### src/rtl/img_rsz_frm_ctrl.sv
// Frame sequencer for the image resizer: validates the frame size, tags the raw pixel
// stream with raster coordinates and tracks resized-output completion and drain timeouts.
module img_rsz_frm_ctrl #(
    parameter int IMG_WIDTH_IDX_W  = 12,
    parameter int IMG_HEIGHT_IDX_W = 12,
    parameter int PXL_DATA_W       = 24,
    parameter int RSZ_WIDTH_SIZE   = 32,
    parameter int RSZ_HEIGHT_SIZE  = 16,
    parameter int DRAIN_TMO        = 1024,
    localparam int RSZ_TOTAL       = RSZ_WIDTH_SIZE * RSZ_HEIGHT_SIZE,
    localparam int CNT_W           = $clog2(RSZ_TOTAL + 1)
) (
    input  logic                        Clk,
    input  logic                        Reset,
    input  logic                        CfgStart,
    input  logic [IMG_WIDTH_IDX_W-1:0]  CfgWidth,
    input  logic [IMG_HEIGHT_IDX_W-1:0] CfgHeight,
    input  logic                        CfgAbort,
    output logic                        Busy,
    output logic                        Done,
    output logic                        CfgErr,
    output logic                        TmoErr,
    input  logic [PXL_DATA_W-1:0]       SrcData,
    input  logic                        SrcVld,
    output logic                        SrcRdy,
    output logic [PXL_DATA_W-1:0]       PxlData,
    output logic [IMG_WIDTH_IDX_W-1:0]  PxlX,
    output logic [IMG_HEIGHT_IDX_W-1:0] PxlY,
    output logic [IMG_WIDTH_IDX_W-1:0]  ImgWidth,
    output logic [IMG_HEIGHT_IDX_W-1:0] ImgHeight,
    output logic                        PxlVld,
    input  logic                        PxlRdy,
    input  logic                        RszPxlVld,
    input  logic                        RszPxlRdy,
    output logic [CNT_W-1:0]            RszCnt
);
    localparam int TMO_W = $clog2(DRAIN_TMO + 1);
    localparam logic [IMG_WIDTH_IDX_W-1:0]  MIN_W = IMG_WIDTH_IDX_W'(RSZ_WIDTH_SIZE);
    localparam logic [IMG_HEIGHT_IDX_W-1:0] MIN_H = IMG_HEIGHT_IDX_W'(RSZ_HEIGHT_SIZE);

    typedef enum logic [1:0] {IDLE, STREAM, DRAIN, DONE} stateT;

    stateT                        stateReg;
    logic [IMG_WIDTH_IDX_W-1:0]   xReg, widthReg;
    logic [IMG_HEIGHT_IDX_W-1:0]  yReg, heightReg;
    logic [CNT_W-1:0]             rszCntReg;
    logic [TMO_W-1:0]             tmoCntReg;
    logic                         cfgErrReg, tmoErrReg;

    logic streaming, inHs, rszHs, rszFull, rszFullNext, lastCol, lastRow, cfgOk;

    // Abort gates the pass-through combinationally so no pixel is half-transferred.
    assign streaming   = (stateReg == STREAM) && !CfgAbort;
    assign SrcRdy      = PxlRdy & streaming;
    assign PxlVld      = SrcVld & streaming;
    assign PxlData     = SrcData;
    assign inHs        = SrcVld & SrcRdy;
    assign rszHs       = RszPxlVld & RszPxlRdy & ((stateReg == STREAM) || (stateReg == DRAIN));
    assign rszFull     = (rszCntReg == CNT_W'(RSZ_TOTAL));
    assign rszFullNext = rszFull | (rszHs & (rszCntReg == CNT_W'(RSZ_TOTAL - 1)));
    assign lastCol     = (xReg == widthReg - IMG_WIDTH_IDX_W'(1));
    assign lastRow     = (yReg == heightReg - IMG_HEIGHT_IDX_W'(1));
    assign cfgOk       = (CfgWidth >= MIN_W) && (CfgHeight >= MIN_H);

    always_ff @(posedge Clk) begin
        if (Reset) begin
            stateReg  <= IDLE;
            xReg      <= '0;
            yReg      <= '0;
            widthReg  <= '0;
            heightReg <= '0;
            rszCntReg <= '0;
            tmoCntReg <= '0;
            cfgErrReg <= 1'b0;
            tmoErrReg <= 1'b0;
        end else begin
            cfgErrReg <= 1'b0;
            tmoErrReg <= 1'b0;
            if (rszHs && !rszFull)
                rszCntReg <= rszCntReg + CNT_W'(1);

            if (CfgAbort && stateReg != IDLE) begin
                stateReg  <= IDLE;
                xReg      <= '0;
                yReg      <= '0;
                rszCntReg <= '0;
                tmoCntReg <= '0;
            end else begin
                case (stateReg)
                    IDLE: begin
                        if (CfgStart) begin
                            if (cfgOk) begin
                                widthReg  <= CfgWidth;
                                heightReg <= CfgHeight;
                                xReg      <= '0;
                                yReg      <= '0;
                                rszCntReg <= '0;
                                tmoCntReg <= '0;
                                stateReg  <= STREAM;
                            end else begin
                                cfgErrReg <= 1'b1;
                            end
                        end
                    end
                    STREAM: begin
                        if (inHs) begin
                            if (lastCol) begin
                                // Coordinates freeze on the final pixel of the frame.
                                if (lastRow) begin
                                    stateReg <= rszFullNext ? DONE : DRAIN;
                                end else begin
                                    xReg <= '0;
                                    yReg <= yReg + IMG_HEIGHT_IDX_W'(1);
                                end
                            end else begin
                                xReg <= xReg + IMG_WIDTH_IDX_W'(1);
                            end
                        end
                    end
                    DRAIN: begin
                        if (rszFullNext) begin
                            stateReg <= DONE;
                        end else if (rszHs) begin
                            tmoCntReg <= '0;
                        end else if (tmoCntReg == TMO_W'(DRAIN_TMO - 1)) begin
                            tmoErrReg <= 1'b1;
                            stateReg  <= IDLE;
                        end else begin
                            tmoCntReg <= tmoCntReg + TMO_W'(1);
                        end
                    end
                    default: stateReg <= IDLE;
                endcase
            end
        end
    end

    assign Busy      = (stateReg != IDLE);
    assign Done      = (stateReg == DONE);
    assign CfgErr    = cfgErrReg;
    assign TmoErr    = tmoErrReg;
    assign PxlX      = xReg;
    assign PxlY      = yReg;
    assign ImgWidth  = widthReg;
    assign ImgHeight = heightReg;
    assign RszCnt    = rszCntReg;
endmodule

### config.mk
export PLATFORM = sky130hd
export DESIGN_NAME = img_rsz_frm_ctrl
export DESIGN_NICKNAME = d
export VERILOG_FILES = /design/src/rtl/img_rsz_frm_ctrl.sv
export SDC_FILE = /design/constraint.sdc
export NUM_CORES = 1
export LEC_CHECK = 0
export ABC_AREA = 1
export CAP_MARGIN = 25
export CORE_UTILIZATION = 49
export CTS_CLUSTER_DIAMETER = 60
export CTS_CLUSTER_SIZE = 14
export DETAILED_ROUTE_END_ITERATION = 10
export PLACE_DENSITY = 0.88
export SLEW_MARGIN = 10
export SYNTH_ARGS = -nofsm -noshare
export SYNTH_HDL_FRONTEND = slang
export SYNTH_SLANG_ARGS = --single-unit
### constraint.sdc
create_clock -name Clk -period 3 [get_ports Clk]
set_clock_uncertainty 0.1 [all_clocks]
set_input_delay 0.75 -clock Clk [delete_from_list [all_inputs] [get_ports Clk]]
set_output_delay 0.75 -clock Clk [all_outputs]
set_load 0.005 [all_outputs]
### Yosys cells after proc, flatten, opt, wreduce, memory -nomap -nowiden

Index checks and enable logic that the tools add are counted.

| operators by class | value |
|---|---|
| reduce and logical (&&, ||, !) cells | 19 |
| equality and inequality tests | 19 |
| $lt $le $gt $ge | 2 |
| add/subtract/negate cells | 6 |
| bitwise operators | 11 |
| muxes and demuxes | 32 |

Operators by type and width:

| operator | number |
|---|---|
| 12-bit two-way mux | 8 |
| 11-bit two-way mux | 5 |
| 12-bit case mux with 2 select lines | 2 |
| 10-bit two-way mux | 4 |
| 12-bit by 1-bit adder with 12-bit output, second input constant | 2 |
| 12-bit == test | 2 |
| 12-bit by 1-bit subtractor with 12-bit output, second input constant | 2 |
| 11-bit case mux with 2 select lines | 1 |
| 2-bit two-way mux | 8 |
| 2-bit inequality test, second input constant | 7 |
| 12-bit by 5-bit greater-or-equal comparator with 1-bit output, second input constant | 1 |
| 12-bit by 6-bit greater-or-equal comparator with 1-bit output, second input constant | 1 |
| 11-bit by 1-bit adder with 11-bit output, second input constant | 1 |
| 11-bit by 10-bit == test with 1-bit output, second input constant | 1 |
| 10-bit by 1-bit adder with 10-bit output, second input constant | 1 |
| 10-bit == test, second input constant | 1 |
| 10-bit by 9-bit == test with 1-bit output, second input constant | 1 |
| 5-bit AND reduction | 2 |
| 3-bit inequality test, second input constant | 3 |
| 7-bit AND reduction | 1 |
| 1-bit bitwise AND | 6 |
| 2-bit case mux with 3 select lines | 1 |
| 6-bit AND reduction | 1 |
| 2-bit nonzero test | 3 |
| other kinds (14) | 24 |

| word-level totals | value |
|---|---|
| logic and storage cells | 98 |
| bits in registers | 73 |
| output and inout bits | 88 |
| bits of input ports | 56 |

### Longest topological paths before layout

Gate-level depths: netlist of run 1.

| depth | value |
|---|---|
| word-level depth | 10 |
| mapped depth | 18 |
| depth with buffers taken out | 18 |

### Least setup slack after synthesis of run 1

OpenSTA, ideal clock, no wires.

| timing | value |
|---|---|
| path kind | in2reg |
| start point | input RszPxlVld |
| end point | register tmoCntReg[4] |
| setup slack | 0.824 ns |
| arrival | 1.955 ns |
| path buffers | 0 |
| stages | 11 |
| cell sequence | nand2_1 inv_1 nand2_1 inv_1 nand3_1 o21ai_0 nand2_1 nand3_1 clkinv_1 a31oi_1 nor2_1 |

| on the way | value |
|---|---|
| longest elaborated chain between the ends | 6 |
| elaborated cells between the ends (all ways) | 10 |

RTL lines:

| what | RTL line | source |
|---|---|---|
| from (decl) | 33 | `input logic RszPxlVld,` |
| 1-bit bitwise AND * (2 in a row) | 58 | `assign rszHs = RszPxlVld & RszPxlRdy & ((stateReg == STREAM) \|\| (stateReg == DRAIN));` |
| 1-bit bitwise AND | 60 | `assign rszFullNext = rszFull \| (rszHs & (rszCntReg == CNT_W'(RSZ_TOTAL - 1)));` |
| 1-bit OR | 60 |  |
| 2-bit inequality test (no source line) | -- |  |
| 5-bit AND reduction (no source line) | -- |  |
| to (signal assigned) | 129 | `tmoCntReg <= tmoCntReg + TMO_W'(1);` |
| to (decl) | 47 | `logic [TMO_W-1:0] tmoCntReg;` |

Every way passes the cells marked *; elsewhere a longest branch is shown, timed or not. The select of a mux whose other input is x is not followed.
A chain may end at the register's enable or synchronous reset.

### Final worst setup path of run 1

| timing | value |
|---|---|
| start point | input CfgAbort |
| end point | output PxlVld |

| on the way | value |
|---|---|
| longest elaborated chain between the ends | 3 |

RTL lines:

| what | RTL line | source |
|---|---|---|
| from (decl) | 18 | `input logic CfgAbort,` |
| 1-bit logical NOT | 53 | `assign streaming = (stateReg == STREAM) && !CfgAbort;` |
| 1-bit logical AND | 53 |  |
| 1-bit bitwise AND | 55 | `assign PxlVld = SrcVld & streaming;` |
| to (decl) | 31 | `output logic PxlVld,` |

Every way passes these cells.

==> results of run 1 <==
## metrics by stage
stage	worst slack (ns)	std cells	utilization, %
2_1_floorplan	0.824	804	-
3_3_place_gp	0.184	999	60.9
3_5_place_dp	0.0436	999	60.9
4_1_cts	0.159	1015	63.1
5_1_grt	0.0856	1015	63.1
6_report	0.163	1015	63.1
## layer usage
layer	global-route usage (%)	vias to the layer above	routed length [um]	share of wire, %
met5	0	-	0	0
met4	8.37	0	219	1.6
met3	5.14	26	945	7.1
met2	40.6	214	6010	45
met1	31.7	2392	6130	46
li1	-	2687	-	-
## area by class of cell
cell class	instances	area, um2	area share [%]
Clock buffer	12	165	2.63
Clock inverter	4	50.0	0.797
Inverter	101	379	6.04
Multi-Input combinational cell	583	2990	47.6
Sequential cell	73	1460	23.3
Tap cell	133	166	2.65
Timing Repair Buffer	109	1070	17.0
## power by group through the flow
stage          Sequential, mW  Clock [mW]  Combinational (mW)
2_1_floorplan            1.22           0                1.57
6_report                 1.24       0.826                2.20
4_1_cts                  1.24       0.844                2.18
3_5_place_dp             1.26           0                2.16
5_1_grt                  1.26       0.884                2.44
3_3_place_gp             1.26           0                2.13
## layout by cell type, fill, tap and decap left out, types with 13 or more instances in the layout
cell,synthesis,layout
sky130_fd_sc_hd__buf_4,25,13
sky130_fd_sc_hd__xor2_1,24,24
sky130_fd_sc_hd__nor3_1,24,24
sky130_fd_sc_hd__a21oi_1,50,50
sky130_fd_sc_hd__dfxtp_1,73,73
sky130_fd_sc_hd__nand2_1,187,187
sky130_fd_sc_hd__nor2_1,96,96
sky130_fd_sc_hd__o21ai_0,32,32
sky130_fd_sc_hd__clkdlybuf4s50_1,0,95
sky130_fd_sc_hd__nand3_1,72,72
sky130_fd_sc_hd__inv_1,95,95
## how the worst max path moves through the flow
stage	to	slack, ns	cells after the start
2_1_floorplan	tmoCntReg[4]$_SDFFE_PP0P_	0.82	11
3_3_place_gp	SrcRdy	0.18	4
3_5_place_dp	tmoCntReg[4]$_SDFFE_PP0P_	0.04	12
4_1_cts	PxlVld	0.16	4
5_1_grt	PxlVld	0.09	4
6_report	PxlVld	0.16	4
## flip-flops by register name (all words and copies together), names as in the netlist
| signal | count |
|---|---|
| PxlY | 12 |
| TmoErr | 1 |
| RszCnt | 10 |
| stateReg | 2 |
| PxlX | 12 |
| ImgWidth | 12 |
| tmoCntReg | 11 |
| CfgErr | 1 |
| ImgHeight | 12 |
## kinds of logic (layout without fill, tap and decap cells)
logic type      after synthesis  after routing  share of synthesized area (%)
compound gates              103            103                           11.6
xor+xnor                     35             35                           5.99
buf+inv                     148            226                           13.1
fa+ha+maj                    11             11                           2.69
flops                        73             73                           28.5
simple gates                434            434                           38.1
## worst min-delay path, delay by kind of cell (launching register included)
| kind | cells | cell delay [ns] |
|---|---|---|
| AND/OR/NAND/NOR | 1 | 0.07 |
| flip-flops | 1 | 0.34 |
| AO/OA/AOI/OAI | 1 | 0.05 |
==> out/qor.log, run 1 <==
[critical_path] most repeated library cell on the critical path sky130_fd_sc_hd__clkdlybuf4s50_1
[placement] cell area after placement 6070 um2
[critical_path] element type at the critical path end output port
[critical_path] Crit path required time 2.15 ns
[placement] number of I/O port buffers 95
[sta] TNS Setup 0 ns
[floorplan] Die Height 104 um
[clocking] H-tree levels 3
[clocking] setup fix buffers added after clock tree synthesis 0
[critical_path] number of cells on the worst reg-to-reg path 15
[clocking] number of gates resized after CTS 0
[critical_path] Reg-to-Reg End PxlY[0]$_SDFFE_PP0P_
[pwr] power spent charging and discharging nets 1.93 mW
[critical_path] Bufs and invs on worst path 3
[flow_run] count of max-cap constraint violations 0
[synth] mapped cell area 5120 um2
[critical_path] Worst path top cell family by delay buffers and inverters
[floorplan] width of the chip 104 um
[clocking] number of clock buffers inserted by TritonCTS 9
[synth] Post-synth EDFFs 0
[clocking] buffer cell driving the clock tree root sky130_fd_sc_hd__clkbuf_8
[sta] slew of the pin with the lowest slew margin 0.541 ns
[critical_path] largest incremental delay on the critical path 0.51 ns
[floorplan] die area 10,900 um2
[clocking] worst-skew pair later-pin latency 0.35 ns
[grt] vias in the first global route 4,699
[critical_path] Worst Path Max Fanout 3
[floorplan] site row count 36
[grt] maximum number of pins on one net before global-route repair 43
[synth] yosys synthesis warning count 0
[critical_path] start-to-end type of the worst setup path in -> out
[sta] final-report max-slew violation count 0
[synth] share of the synthesized area in the top cell type 28.5%
[synth] library cell with the highest instance count after synthesis sky130_fd_sc_hd__nand2_1
[critical_path] Reg2Reg Launch Point ImgWidth[0]$_SDFFE_PP0P_
[critical_path] Crit. Startpoint CfgAbort
[min_path] type of the tightest min-delay check reg -> reg
[grt] grt total ovfl 0
[cells_and_area] Net count, final 944
[critical_path] cell with the largest stage delay on the worst path sky130_fd_sc_hd__clkdlybuf4s50_1
[min_path] Worst Hold Path EP tmoCntReg[4]$_SDFFE_PP0P_
[pwr] Comb power frac 51.6%
[placement] HPWL reported at the end of detailed placement 9.87 mm
[synth] top cells by area, synth sky130_fd_sc_hd__dfxtp_1 (29%), sky130_fd_sc_hd__nand2_1 (14%), sky130_fd_sc_hd__nand3_1 (7.0%)
[pwr] proportion of power drawn by flip-flops and latches 29.1%
[sta] Worst Hold Margin 0.388 ns
[clocking] Clock transition at path regs 0.07 ns
[synth] top cells by instance count after synthesis sky130_fd_sc_hd__nand2_1 (187), sky130_fd_sc_hd__nor2_1 (96), sky130_fd_sc_hd__inv_1 (95)
[synth] Synthesized Nets 871
[routing] detailed-route via count 5,319
[cells_and_area] Filler Cells Inserted 892
[sta] number of hold violations in the final report 0
[floorplan] I/O pin count 144
[critical_path] register-to-register setup slack 0.45 ns
[pwr] switching portion of total power 45.2%
[pwr] internal power component 2.34 mW
[clocking] clock tree sinks 73
[pwr] pwr dens 680 nW/um2
[pwr] part of the power in the clock network 19.3%
[critical_path] Cell Chain, Critical Path clkdlybuf4s50_1, inv_1, and3_1, clkdlybuf4s50_1
[routing] WL final 13.3 mm
[clocking] total of hold buffers inserted after clock tree synthesis 0
[synth] number of library cell types mapped by synthesis 40
[critical_path] launching element type of the critical path primary input
[sta] headroom to the max-slew limit 63.8%
[critical_path] data arrival time of the critical path 1.99 ns
[synth] count of mapped cells out of synthesis 804
[synth] sequential area share after synthesis 28.5%
[placement] final estimated routing congestion in global placement 0.934
[cells_and_area] post-route cell area 6280 um2
[sta] final setup violating endpoints 0
[cells_and_area] share of final-layout standard cells stronger than drive strength 1 8.62%
[clocking] maximum buffer depth of the clock tree 2
[min_path] hold wc startpoint tmoCntReg[4]$_SDFFE_PP0P_
[routing] Detail Route Antenna Nets 0
[grt] number of antenna violations at the first check in global routing 0
[sta] fin crit share 94.6%
[clocking] CTS tree built
[grt] total routing usage reported by global routing 24.6%
[synth] Synth async-reset ratio 0%
[routing] drt first pass iters 6
[grt] first-pass GRT wire length 21.9 mm
[synth] flip-flop and latch count after synthesis 73
[synth] Most used DFF post-synth sky130_fd_sc_hd__dfxtp_1
[synth] Synth Area per Inst 6.37 um2
[routing] drc violations 0
[routing] drt wl/cell 13.1 um
[sta] setup repair after global routing missed its margin no
[status] run status finished clean
[pwr] post-layout power 4.27 mW
[sta] final worst path period need 2.84 ns
[pwr] worst supply voltage drop on vdd 0.421 mV
[floorplan] CORE AREA 9950 um2
[synth] largest area contributor in the synthesized netlist sky130_fd_sc_hd__dfxtp_1
[routing] vias per std cell 5.24
[pwr] Static Leak 2.57 nW
[cells_and_area] antenna cell count 0
[cells_and_area] P&R area growth vs syn 22.7%
[floorplan] Starting Density 51.4%
[routing] initial DRC count 389
[min_path] number of instances on the worst hold path 2
[sta] highest achievable clock rate 352 MHz
Note: power is estimated with default switching activity, not from simulation.
==> inputs of run 2 (changes only) <==
==> constraint.sdc (replaced) <==
create_clock -name Clk -period 3 [get_ports Clk]
set_clock_uncertainty 0.1 [all_clocks]
set_input_delay 0.75 -clock Clk [delete_from_list [all_inputs] [get_ports Clk]]
set_output_delay 0.75 -clock Clk [all_outputs]
set_load 0.1 [all_outputs]
==> run 2 against run 1 <==
Net effect:
- die area is the same
- final cell count is the same
- register-to-register slack is essentially flat
- largest power group unchanged
==> out/qor.log, run 2 (synthesis gave the netlist of run 1 again) <==
[status] run status finished clean
[clocking] maximum buffer depth of the clock tree 2 [unchanged]
[pwr] power spent charging and discharging nets 2.62 mW [+36%]
[pwr] proportion of power drawn by flip-flops and latches 25.6% [-3.5 points]
[sta] headroom to the max-slew limit 58.9% [-4.9 points]
[clocking] clock tree sinks 73 [unchanged]
[min_path] type of the tightest min-delay check reg -> reg
[pwr] worst supply voltage drop on vdd 0.586 mV [+39%]
[pwr] post-layout power 4.87 mW [+14%]
[floorplan] width of the chip 104 um [unchanged]
[sta] final-report max-slew violation count 0 [unchanged]
[critical_path] data arrival time of the critical path 1.69 ns [-0.30 ns]
[min_path] Worst Hold Path EP tmoCntReg[4]$_SDFFE_PP0P_
[critical_path] Reg-to-Reg End PxlX[8]$_SDFFE_PP0P_
[grt] number of antenna violations at the first check in global routing 0 [unchanged]
[floorplan] Starting Density 51.4% [unchanged]
[routing] initial DRC count 351 [-9.8%]
[routing] vias per std cell 5.16 [-1.5%]
[sta] TNS Setup 0 ns [unchanged]
[pwr] Static Leak 2.69 nW [+4.6%]
[floorplan] CORE AREA 9950 um2 [unchanged]
[cells_and_area] Net count, final 945 [+0.11%]
[cells_and_area] share of final-layout standard cells stronger than drive strength 1 15.8% [+7.1 points]
[sta] final worst path period need 2.54 ns [-0.294 ns]
[clocking] setup fix buffers added after clock tree synthesis 0 [unchanged]
[critical_path] Worst path top cell family by delay buffers and inverters
[critical_path] largest incremental delay on the critical path 0.39 ns [-0.12 ns]
[critical_path] register-to-register setup slack 0.46 ns [about the same]
[critical_path] Reg2Reg Launch Point ImgWidth[0]$_SDFFE_PP0P_
[critical_path] number of cells on the worst reg-to-reg path 15 [unchanged]
[placement] final estimated routing congestion in global placement 0.891 [-4.6%]
[pwr] part of the power in the clock network 15.0% [-4.3 points]
[routing] WL final 13.0 mm [-2.5%]
[pwr] switching portion of total power 53.9% [+8.7 points]
[critical_path] element type at the critical path end output port
[routing] drt wl/cell 12.8 um [-2.5%]
[pwr] pwr dens 796 nW/um2 [+17%]
[cells_and_area] P&R area growth vs syn 19.5%
[grt] vias in the first global route 4,827 [+2.7%]
[floorplan] I/O pin count 144 [unchanged]
[sta] fin crit share 84.8% [-9.8 points]
[critical_path] Crit path required time 2.15 ns [about the same]
[clocking] number of clock buffers inserted by TritonCTS 9 [unchanged]
[min_path] number of instances on the worst hold path 2 [unchanged]
[placement] number of I/O port buffers 95 [unchanged]
[routing] detailed-route via count 5,241 [-1.5%]
[sta] number of hold violations in the final report 0 [unchanged]
[critical_path] Bufs and invs on worst path 3 [unchanged]
[routing] drc violations 0 [unchanged]
[pwr] internal power component 2.25 mW [-4.1%]
[grt] first-pass GRT wire length 22.2 mm [+1.3%]
[min_path] hold wc startpoint tmoCntReg[4]$_SDFFE_PP0P_
[cells_and_area] commonest non-fill, non-tap cells in the layout sky130_fd_sc_hd__nand2_1 (187), sky130_fd_sc_hd__nor2_1 (96), sky130_fd_sc_hd__inv_1 (95)
[critical_path] Cell Chain, Critical Path clkdlybuf4s50_1, inv_1, and3_1, buf_12
[cells_and_area] antenna cell count 0 [unchanged]
[sta] setup repair after global routing missed its margin no
[clocking] worst-skew pair later-pin latency 0.34 ns [about the same]
[clocking] Clock transition at path regs 0.07 ns [about the same]
[clocking] number of gates resized after CTS 0 [unchanged]
[floorplan] die area 10,900 um2 [unchanged]
[floorplan] Die Height 104 um [unchanged]
[clocking] CTS tree built
[floorplan] site row count 36 [unchanged]
[placement] HPWL reported at the end of detailed placement 9.77 mm [-0.93%]
[grt] grt total ovfl 0 [unchanged]
[flow_run] count of max-cap constraint violations 0 [unchanged]
[clocking] total of hold buffers inserted after clock tree synthesis 0 [unchanged]
[grt] maximum number of pins on one net before global-route repair 41 [-4.7%]
[sta] highest achievable clock rate 393 MHz [+12%]
[grt] total routing usage reported by global routing 24.5% [-0.063 points]
[critical_path] launching element type of the critical path primary input
[routing] drt first pass iters 5 [-1]
[pwr] Comb power frac 59.4% [+7.8 points]
[sta] final setup violating endpoints 0 [unchanged]
[cells_and_area] Filler Cells Inserted 916 [+2.7%]
[cells_and_area] most common cell after layout, fill and taps aside sky130_fd_sc_hd__nand2_1
[routing] Detail Route Antenna Nets 0 [unchanged]
[critical_path] start-to-end type of the worst setup path in -> out
[sta] slew of the pin with the lowest slew margin 0.616 ns [+0.0748 ns]
[critical_path] Worst Path Max Fanout 3 [unchanged]
[clocking] buffer cell driving the clock tree root sky130_fd_sc_hd__clkbuf_8
[clocking] H-tree levels 3 [unchanged]
[critical_path] cell with the largest stage delay on the worst path sky130_fd_sc_hd__clkdlybuf4s50_1
run 2: cell types whose count changed in the layout (fill, tap and decap cells not counted), sizes merged:
cell           before  now
clkdlybuf4s50      95   31
buf                14   79
clkbuf             12   11
clkinvlp            2    0
clkinv              3    5
run 2: area by class of cell:
cell class / count / area, um2 / share of cell area, %
well taps: 133 / 166 / 2.72
clock buffers: 11 / 131 / 2.15
flip-flops and latches: 73 / 1460 / 23.9
repair buffers: 110 / 941 / 15.4
clock inverters: 4 / 45.0 / 0.736
multi-input cells: 583 / 2990 / 48.9
inverters: 101 / 379 / 6.20
run 2: tightest hold or removal path, cell delays in order, from the launching register on:
cell                      delay (ns)
sky130_fd_sc_hd__dfxtp_1        0.34
sky130_fd_sc_hd__a31oi_1        0.05
sky130_fd_sc_hd__nor2_1         0.07
run 2: worst max-delay path by stage:
stage                              from                   end  depth (start not counted)
2_1_floorplan                  CfgAbort  PxlY[7]$_SDFFE_PP0P_                         11
3_3_place_gp                   CfgAbort  PxlY[8]$_SDFFE_PP0P_                         11
3_5_place_dp                   CfgAbort  PxlY[7]$_SDFFE_PP0P_                         11
4_1_cts                        CfgAbort                SrcRdy                          4
5_1_grt        ImgWidth[0]$_SDFFE_PP0P_  PxlX[8]$_SDFFE_PP0P_                         17
6_report                       CfgAbort                SrcRdy                          4
run 2: power by group through the flow:
stage	registers, mW	logic (mW)	clock network (mW)
after detailed placement	1.26	2.86	0
after floorplan	1.86	1.80	0
after CTS	1.24	2.88	0.751
final	1.25	2.89	0.730
after global routing	1.26	3.16	0.790
after global placement	1.26	2.83	0
run 2: per-stage QoR:
step / hold slack, ns / worst slack (ns) / instances / cell area, um2 / util [%]
5_1_grt: 0.428 / 0.201 / 1015 / 6120 / 61.4
4_1_cts: 0.389 / 0.449 / 1015 / 6120 / 61.4
3_3_place_gp: 0.355 / 0.206 / 1000 / 5940 / 59.7
6_report: 0.395 / 0.457 / 1015 / 6120 / 61.4
3_5_place_dp: 0.369 / 0.177 / 1000 / 5940 / 59.7
2_1_floorplan: 0.337 / 0.0945 / 804 / 5120 / -
run 2: layer usage:
layer	wire length, um	part of all wire (%)	track usage, %	vias up
li1	-	-	-	2692
met1	5990	46	32.0	2349
met2	5950	46	40.6	186
met3	855	6.6	4.64	14
met4	179	1.4	7.96	0
met5	0	0	0	-
